## config.mk

```make
export PLATFORM = sky130hd
export DESIGN_NAME = pixel_write_queue
export DESIGN_NICKNAME = d
export VERILOG_FILES = /design/src/rtl/pixel_write_queue.sv
export SDC_FILE = /design/constraint.sdc
export NUM_CORES = 1
export LEC_CHECK = 0
export BUFFER_PORTS_ARGS = -buffer_cell sky130_fd_sc_hd__buf_2
export CAP_MARGIN = 30
export CORE_ASPECT_RATIO = 0.8
export CORE_MARGIN = 5
export CORE_UTILIZATION = 50
export DETAILED_ROUTE_END_ITERATION = 8
export GPL_ROUTABILITY_DRIVEN = 0
export GPL_TIMING_DRIVEN = 0
export PLACE_DENSITY = 0.78
export SETUP_SLACK_MARGIN = 0.15
export SYNTH_ARGS = -nofsm -noshare
export SYNTH_HDL_FRONTEND = slang
export SYNTH_SLANG_ARGS = --single-unit
```

## constraint.sdc

```tcl
create_clock -name clock_i -period 3.2 [get_ports clock_i]
set_input_delay 0.16 -clock clock_i [delete_from_list [all_inputs] [get_ports clock_i]]
set_output_delay 0.16 -clock clock_i [all_outputs]
set_load 0.01 [all_outputs]
```

## src/rtl/pixel_write_queue.sv

```systemverilog
// Pixel write queue: buffers MCU pixel writes in a circular FIFO and issues them
// one at a time to the memory manager over a request/complete handshake.
module pixel_write_queue #(
    parameter int DEPTH     = 8,
    parameter int PTR_WIDTH = 3
) (
    input  logic                 clock_i,
    input  logic                 reset_i,
    input  logic                 pixelWriteValid_i,
    input  logic [8:0]           pixelX_i,
    input  logic [7:0]           pixelY_i,
    input  logic [7:0]           pixelColor_i,
    input  logic                 overflowClear_i,
    output logic [8:0]           memoryXCoord_o,
    output logic [7:0]           memoryYCoord_o,
    output logic [7:0]           memoryWriteData_o,
    output logic                 memoryWriteRequest_o,
    input  logic                 memoryWriteComplete_i,
    output logic [PTR_WIDTH:0]   queueCount_o,
    output logic                 queueFull_o,
    output logic                 queueEmpty_o,
    output logic                 overflow_o,
    output logic                 busy_o
);

    typedef enum logic [1:0] {
        ST_IDLE,
        ST_REQUEST,
        ST_GAP
    } state_t;

    localparam logic [PTR_WIDTH:0] DEPTH_C = (PTR_WIDTH + 1)'(DEPTH);

    state_t               state_q;
    logic [24:0]          entry_q [DEPTH];
    logic [PTR_WIDTH-1:0] wr_ptr_q;
    logic [PTR_WIDTH-1:0] rd_ptr_q;
    logic [PTR_WIDTH:0]   count_q;
    logic [PTR_WIDTH:0]   count_d;
    logic                 full_q;
    logic                 empty_q;
    logic                 overflow_q;
    logic                 req_q;
    logic [8:0]           x_q;
    logic [7:0]           y_q;
    logic [7:0]           data_q;
    logic                 pop;
    logic                 push;

    // A full queue still accepts a push when the head is leaving in the same cycle.
    assign pop  = (state_q == ST_IDLE) && (count_q != '0);
    assign push = pixelWriteValid_i && ((count_q < DEPTH_C) || pop);

    always_comb begin
        count_d = count_q;
        if (push && !pop) begin
            count_d = count_q + 1'b1;
        end else if (pop && !push) begin
            count_d = count_q - 1'b1;
        end
    end

    // Storage is deliberately left out of reset.
    always_ff @(posedge clock_i) begin
        if (push) begin
            entry_q[wr_ptr_q] <= {pixelX_i, pixelY_i, pixelColor_i};
        end
    end

    always_ff @(posedge clock_i or posedge reset_i) begin
        if (reset_i) begin
            state_q    <= ST_IDLE;
            wr_ptr_q   <= '0;
            rd_ptr_q   <= '0;
            count_q    <= '0;
            full_q     <= 1'b0;
            empty_q    <= 1'b1;
            overflow_q <= 1'b0;
            req_q      <= 1'b0;
            x_q        <= '0;
            y_q        <= '0;
            data_q     <= '0;
        end else begin
            count_q <= count_d;
            full_q  <= (count_d == DEPTH_C);
            empty_q <= (count_d == '0);
            if (push) begin
                wr_ptr_q <= wr_ptr_q + 1'b1;
            end
            if (pixelWriteValid_i && !push) begin
                overflow_q <= 1'b1;
            end else if (overflowClear_i) begin
                overflow_q <= 1'b0;
            end
            case (state_q)
                ST_IDLE: begin
                    if (pop) begin
                        {x_q, y_q, data_q} <= entry_q[rd_ptr_q];
                        rd_ptr_q           <= rd_ptr_q + 1'b1;
                        req_q              <= 1'b1;
                        state_q            <= ST_REQUEST;
                    end
                end
                ST_REQUEST: begin
                    if (memoryWriteComplete_i) begin
                        req_q   <= 1'b0;
                        state_q <= ST_GAP;
                    end
                end
                ST_GAP: begin
                    state_q <= ST_IDLE;
                end
                default: begin
                    req_q   <= 1'b0;
                    state_q <= ST_IDLE;
                end
            endcase
        end
    end

    assign memoryXCoord_o       = x_q;
    assign memoryYCoord_o       = y_q;
    assign memoryWriteData_o    = data_q;
    assign memoryWriteRequest_o = req_q;
    assign queueCount_o         = count_q;
    assign queueFull_o          = full_q;
    assign queueEmpty_o         = empty_q;
    assign overflow_o           = overflow_q;
    assign busy_o               = !empty_q || (state_q != ST_IDLE);

endmodule
```

## Word level (Yosys, flattened, before mapping)

Memory sizes are Yosys's and may differ from the RTL's. A register that Yosys moved wholly into a read port is not among the register bits.
Index checks and enable logic that the tools add are counted.

| word-level totals | value |
|---|---|
| logic and storage cells | 50 |
| output and inout port bits | 34 |
| input port bits | 30 |
| register bits after elaboration | 16 |
| memories kept | 1 |
| RAM bits | 200 |

Memories:

| memory | depth | width | read ports | clocked after Yosys merged registers in | wr ports | line | text |
|---|---|---|---|---|---|---|---|
| entry_q | 8 | 25 | 1 | 1 | 1 | 35 | `logic [24:0] entry_q [DEPTH];` |

| operators by class | value |
|---|---|
| bitwise logic cells | 1 |
| equal/unequal tests | 5 |
| add/sub/neg operators | 4 |
| reduce and logical (&&, ||, !) cells | 18 |
| magnitude comparators | 1 |
| mux-type cells | 12 |

Operator list:

| cell | count |
|---|---|
| $mux 4 | 2 |
| $add 3x1->3 const B | 2 |
| $mux 1 | 6 |
| $logic_and 1x1->1 | 5 |
| $add 4x1->4 const B | 1 |
| $eq 4x4->1 const B | 1 |
| $logic_not 4->1 | 1 |
| $lt 4x4->1 const B | 1 |
| $mux 2 | 2 |
| $ne 2x2->1 const B | 2 |
| $pmux 2 s2 | 1 |
| $reduce_and 2->1 | 2 |
| $reduce_bool 2->1 | 2 |
| $reduce_bool 4->1 | 1 |
| $sub 4x1->4 const B | 1 |
| $logic_not 1->1 | 3 |
| $pmux 1 s3 | 1 |
| $reduce_and 3->1 | 1 |
| $eq 2x1->1 const B | 1 |
| $eq 2x2->1 const B | 1 |
| $logic_not 2->1 | 1 |
| $logic_or 1x1->1 | 2 |
| $not 1->1 | 1 |

## Longest topological paths before layout

Gate-level depths: netlist of the first run.

| logic depth | value |
|---|---|
| depth in word-level cells | 9 |
| depth in mapped cells | 7 |
| mapped depth without buffers | 7 |

## Worst setup path before layout of the first run

Ideal clock, no wire load.

| timing | value |
|---|---|
| kind | register to register |
| from | register state_q[0] |
| to | memory entry_q[0][0] (enable) |
| setup time | 438 ps |
| data required time | 2762 ps |
| arrival time | 2909 ps |
| path slack | -148 ps |
| period minus slack after synthesis | 3348 ps |
| path buffers | 1 |
| cell stages (with the launch flop) | 6 |
| path through | dfrtp_1 > or2_1 > buf_2 > a21oi_2 > nand2b_1 > nor3_1 |

| between the ends | value |
|---|---|
| cells in the longest elaborated chain, start to end | 6 |

RTL lines:

| item | line | text |
|---|---|---|
| start: declaration | 34 | `state_t state_q;` |
| start signal: assignment | 72 | `state_q <= ST_IDLE;` |
| start signal: assignment | 101 | `state_q <= ST_REQUEST;` |
| start signal: assignment | 107 | `state_q <= ST_GAP;` |
| $logic_not 2->1 | 51 | `assign pop = (state_q == ST_IDLE) && (count_q != '0);` |
| $logic_and 1x1->1 | 51 |  |
| $logic_or 1x1->1 | 52 | `assign push = pixelWriteValid_i && ((count_q < DEPTH_C) \|\| pop);` |
| $logic_and 1x1->1 | 52 |  |
| $mux 1 | 65 | `if (push) begin` |
| $mux 1 (implied by the code) | 66 | `entry_q[wr_ptr_q] <= {pixelX_i, pixelY_i, pixelColor_i};` |
| end: declaration | 35 |  |

No other way between the ends.

## Worst setup path in the final report of the first run

| timing | value |
|---|---|
| from | register state_q[0] |
| to | memory entry_q[1][13] (enable) |

Same word-level chain as after synthesis.

==> results.json, run 1 <==
{
  "yosysSeqAreaShare": 0.761,
  "dp_hpwl_um": 11300,
  "power_frac_seq": 0.420,
  "min_from": "pixelWriteValid_i",
  "p_sw_uw": 3270,
  "antenna_found_initial": 0,
  "clock_latency_ns": 0.52,
  "drv_slew": 0,
  "startpoint": "state_q[0]",
  "cts.sinks": 241,
  "syn_area_mm2": 0.00925,
  "period_needed_ns": 2.78,
  "ir_worst_vdd_mv": 0.484,
  "syn_inst": 466,
  "timing.fmax_mhz": 359,
  "cts_tree": "yes",
  "finalSetupViolCount": 0,
  "rsz0062_at_grt": "false",
  "postPlaceCellArea_mm2": 0.00999,
  "tightestPinTransition_ns": 0.973,
  "die_area_mm2": 0.0213,
  "hold_class": "input port to flip-flop",
  "drt.antenna.violating_nets": 0,
  "internal_power_uw": 7080,
  "power_frac_clock": 0.264,
  "wl_per_cell_um": 23.0,
  "worst_ep_required_time_ns": 3.42,
  "cts_buffer_depth": 3,
  "synth_ff_type": "edfxtp_1",
  "place_inst": 762,
  "holdBufCountCts": 28,
  "grt_pass1_wl_um": 29500,
  "cts_resized": 0,
  "final_util": 0.607,
  "design_area_mm2": 0.0110,
  "initial_core_util": 0.509,
  "antenna_cells": 0,
  "yosysMostFrequentCell": "edfxtp_1",
  "clk_pin_slew_ns": 0.06,
  "ys_warn_count": 0,
  "synth_area_leader_cell": "edfxtp_1",
  "synthArstFlopShare": 0.170,
  "fin_cells": 832,
  "grt_pass1_vias": 5091,
  "post-route-period-util": 0.870,
  "critPathLaunchType": "flip-flop",
  "num-fill-cells": 1290,
  "grt_overflow": 0,
  "cp_max_fo": 14,
  "root_buffer": "clkbuf_16",
  "clock_skew_ns": 0.0173,
  "drive_gt1_frac": 0.296,
  "drv_cap": 0,
  "end_kind": "flip-flop",
  "p_per_area_mw_per_mm2": 938,
  "drtIter0Drc": 351,
  "first_pass_iters": 5,
  "cts_buffers": 23,
  "dp_slack_ns": 0.404,
  "track_usage": 0.181,
  "core.rowCount": 44,
  "wirelength_um": 19100,
  "ios": 64,
  "htreeDepth": 1,
  "grt_start_max_net_pins": 28,
  "syn2layout_area_growth_pct": 19.3,
  "post_cts_buffers": 0,
  "die_width_um": 162,
  "vias_per_cell": 5.77,
  "worstPathArrival_ns": 3.00,
  "syn_area_per_cell_um2": 19.8,
  "synth-edff-count": 200,
  "combPwrFrac": 0.316,
  "synth_common_cells": "200 x edfxtp_1, 50 x mux4_2, 40 x dfrtp_1",
  "leakagePower_uw": 0.00385,
  "status": "completed",
  "vias": 4802,
  "finalHoldViolations": 0,
  "core_region_area_mm2": 0.0182,
  "die_height_um": 132,
  "drc": 0,
  "swShare": 0.316,
  "path_class": "flip-flop to flip-flop",
  "syn_nets": 500,
  "synth_cell_types": 39,
  "synth.top_cell.area_share": 0.650,
  "io_buffers": 63,
  "ys_ff_latch": 241,
  "fin_ws_ns": 0.416,
  "nets": 619,
  "r2r-start": "state_q[0]",
  "synth.area.top_cells": "edfxtp_1 65%, mux4_2 12%, dfrtp_1 11%",
  "relSlewSlack": 0.350
}
-- power groups by stage --
stage	clock network (µW)	logic (µW)	registers, µW
global placement	0	3050	4360
detailed placement	0	3250	4400
global route	2900	3540	4410
CTS	2780	3320	4350
floorplan	0	2090	4430
finish	2730	3270	4340
-- worst max-delay path, stage by stage, from the launching register on --
cell and delay, ns:
dfrtp_1 0.45, or2_1 0.25, buf_2 0.17, a21oi_2 0.29, nand2_1 0.31, nor3_4 0.78
buf_16 0.24
-- through the flow --
step                      setup TNS [ns]  power (µW)  hold WS, ns
after detailed placement               0        7650        0.193
after global routing                   0       10800        0.150
after global placement           -101.62        7410        0.364
final                                  0       10300        0.135
after CTS                              0       10400        0.118
after floorplan                        0        6520        0.249
-- sequential cells by signal, indices dropped and copies added (netlist names) --
| register | count |
|---|---|
| memoryWriteData_o | 8 |
| entry_q | 200 |
| state_q | 2 |
| memoryYCoord_o | 8 |
| rd_ptr_q | 3 |
| overflow_o | 1 |
| queueFull_o | 1 |
| queueEmpty_o | 1 |
| memoryXCoord_o | 9 |
| wr_ptr_q | 3 |
| queueCount_o | 4 |
| memoryWriteRequest_o | 1 |
-- area by class of cell --
cell class,instances,area [µm²],share of cell area
clock inverters,11,144,0.0130
repair buffers,94,671,0.0608
flip-flops and latches,241,7030,0.638
inverters,8,30.0,0.00272
clock buffers,31,616,0.0558
multi-input cells,194,2150,0.195
well taps,230,288,0.0261
plain buffers,23,101,0.00919
-- cells in the final DEF (no fill, tap or decap), types with 3 or more instances in the layout --
cell type,synthesis,routed
dlygate4sd3_1,0,28
a21oi_1,28,28
inv_1,8,7
ha_1,4,4
nor2_1,34,28
mux4_2,50,50
mux2i_1,25,25
buf_2,12,75
xnor2_1,3,3
bufinv_16,0,3
nor2_4,1,7
nor3_1,7,5
clkbuf_1,11,18
clkbuf_16,0,23
nand2b_1,5,5
edfxtp_1,200,200
nand2_1,7,7
dfrtp_1,40,40
-- cells by family after synthesis --
family          Yosys count  synth area share
compound gates           47            0.0313
xor+xnor                  5           0.00474
fa+ha+maj                 4           0.00541
buf+inv                  31            0.0142
flops                   241             0.761
mux                      78             0.153
simple gates             60            0.0311
-- layer usage --
layer,track usage,vias up,share of wire
met5,0,-,0
met4,0.0484,0,0.025
met3,0.0329,40,0.070
met2,0.301,191,0.49
met1,0.251,2463,0.41
li1,-,2108,-
-- worst paths after layout --
kind,end,slack [ns],cells after the start
max in group asynchronous,queueEmpty_o,2.41,4
min reg2reg,memoryWriteRequest_o,0.48,1
min,queueCount_o[1],0.14,4
min in group asynchronous,memoryWriteData_o[5],0.20,3
max,entry_q[1][13],0.42,6
max reg2reg,entry_q[1][13],0.42,6
Note: power is estimated with default switching activity, not from simulation.
==> run 2: changes to the inputs <==
--- a/config.mk
+++ b/config.mk
@@ -10,10 +10,12 @@
 export CORE_ASPECT_RATIO = 0.8
 export CORE_MARGIN = 5
 export CORE_UTILIZATION = 50
+export CTS_BUF_LIST = sky130_fd_sc_hd__clkbuf_8 sky130_fd_sc_hd__clkbuf_16
 export DETAILED_ROUTE_END_ITERATION = 8
 export GPL_ROUTABILITY_DRIVEN = 0
 export GPL_TIMING_DRIVEN = 0
 export PLACE_DENSITY = 0.78
+export RECOVER_POWER = 100
 export SETUP_SLACK_MARGIN = 0.15
 export SYNTH_ARGS = -nofsm -noshare
 export SYNTH_HDL_FRONTEND = slang
==> run 2 against run 1 <==
Net effect:
- critical path depth stayed put
- the flow now finishes with violations (capacitance limit, slew limit)
- largest cell class unchanged
- die area stayed put
- design area is 1.1% lower
- final cell count stayed put
- non-clock buffer count stayed put
- critical path type unchanged
- sequential cell count stayed put
- worst hold slack better by 0.015 ns
- power is 1.0% lower
- routed wire length is 0.33% lower
==> results.json, run 2 (synthesis gave the netlist of run 1 again) <==
{
  "status": "complete, but fails checks",
  "violations": "capacitance limit, slew limit",
  "tightestPinTransition_ns": 1.61,
  "first_pass_iters": 5,
  "clock_latency_ns": 0.52,
  "antenna_found_initial": 0,
  "drc": 0,
  "clk_pin_slew_ns": 0.07,
  "cts_buffers": 23,
  "wirelength_um": 19100,
  "clock_skew_ns": 0.0169,
  "ir_worst_vdd_mv": 0.472,
  "cts.sinks": 241,
  "worstPathArrival_ns": 3.01,
  "root_buffer": "clkbuf_16",
  "track_usage": 0.181,
  "cts_tree": "yes",
  "rsz0062_at_grt": "false",
  "post-route-period-util": 0.873,
  "drv_cap": 1,
  "io_buffers": 63,
  "post_cts_buffers": 0,
  "die_area_mm2": 0.0213,
  "grt_start_max_net_pins": 28,
  "mostFrequentLayoutCell": "edfxtp_1",
  "antenna_cells": 0,
  "dp_hpwl_um": 11300,
  "timing.fmax_mhz": 358,
  "holdBufCountCts": 28,
  "die_width_um": 162,
  "largest_register": "entry_q",
  "grt_pass1_wl_um": 29500,
  "power_frac_seq": 0.424,
  "worst_ep_required_time_ns": 3.42,
  "finalPower_uw": 10200,
  "end_kind": "flip-flop",
  "ios": 64,
  "drtIter0Drc": 376,
  "cts_resized": 0,
  "drive_gt1_frac": 0.186,
  "core_region_area_mm2": 0.0182,
  "cts_buffer_depth": 3,
  "hold_class": "input port to flip-flop",
  "mostFrequentLayoutCells": "200 x edfxtp_1, 73 x clkbuf_1, 50 x mux4_2, 40 x dfrtp_1, 29 x nor2_1",
  "swShare": 0.319,
  "core.rowCount": 44,
  "postPlaceCellArea_mm2": 0.00999,
  "cp_max_fo": 14,
  "drv_slew": 28,
  "r2r_cells": 6,
  "grt_pass1_vias": 5091,
  "drt.antenna.violating_nets": 0,
  "leakagePower_uw": 0.00371,
  "design_area_mm2": 0.0109,
  "htreeDepth": 1,
  "wl_per_cell_um": 22.9,
  "syn2layout_area_growth_pct": 18.1,
  "path_class": "flip-flop to flip-flop",
  "vias_per_cell": 5.79,
  "period_needed_ns": 2.79,
  "finalHoldViolations": 0,
  "nets": 619,
  "final_util": 0.601,
  "largest_reg_flops": 200,
  "critPathLaunchType": "flip-flop",
  "combPwrFrac": 0.311,
  "initial_core_util": 0.509,
  "p_sw_uw": 3260,
  "hold_depth": 3,
  "relSlewSlack": -0.0714,
  "p_per_area_mw_per_mm2": 938,
  "finalSetupViolCount": 0,
  "grt_overflow": 0,
  "power_frac_clock": 0.265,
  "num-fill-cells": 1314,
  "internal_power_uw": 6970,
  "vias": 4821,
  "die_height_um": 132
}
run 2: path summary, 6_finish.rpt:
| check | startpoint | to | slack, ns |
|---|---|---|---|
| worst max-delay path | state_q[0] | entry_q[1][13] | 0.41 |
| worst min-delay path | pixelWriteValid_i | overflow_o | 0.15 |
| worst max register to register | state_q[0] | entry_q[1][13] | 0.41 |
| worst min register to register | memoryWriteRequest_o | memoryWriteRequest_o | 0.48 |
| max in group asynchronous | reset_i | rd_ptr_q[1] | 0.93 |
| min in group asynchronous | reset_i | memoryWriteData_o[7] | 0.32 |
run 2: power by group through the flow:
| stage | clock [µW] | combinational, µW | sequential (µW) |
|---|---|---|---|
| floorplan | 0 | 2090 | 4430 |
| global placement | 0 | 3050 | 4360 |
| detailed placement | 0 | 3250 | 4400 |
| CTS | 2760 | 3320 | 4350 |
| global route | 2880 | 3460 | 4410 |
| finish | 2710 | 3180 | 4340 |
run 2: stage by stage:
stage               TNS [ns]  std cells  hold WS (ns)  setup WS (ns)
detailed placement         0        762         0.193          0.404
CTS                        0        832         0.118          0.404
floorplan                  0        466         0.249          0.520
global route               0        832         0.196          0.252
global placement     -101.62        759         0.364         -0.586
finish                     0        832         0.151          0.406
run 2: worst max-delay path: stages, from the launching register on:
cell and delay, ns:
dfrtp_1 0.44, or2_1 0.25, clkbuf_1 0.18, a21oi_2 0.31, nand2_1 0.31, nor3_4 0.77, buf_16 0.24
run 2: metal layers:
layer / up-vias / track usage / wire (µm)
met5: - / 0 / 0
li1: 2109 / - / -
met3: 38 / 0.0329 / 1410
met4: 0 / 0.0484 / 478
met2: 205 / 0.301 / 9350
met1: 2469 / 0.251 / 7820
run 2: cell type report:
class,instances,area (µm²),share of cell area
Tap cell,230,288,0.0264
Sequential cell,241,7030,0.644
Clock inverter,18,170,0.0156
Inverter,8,30.0,0.00275
Timing Repair Buffer,94,581,0.0532
Clock buffer,24,589,0.0540
Buffer,23,98.8,0.00906
Multi-Input combinational cell,194,2120,0.195
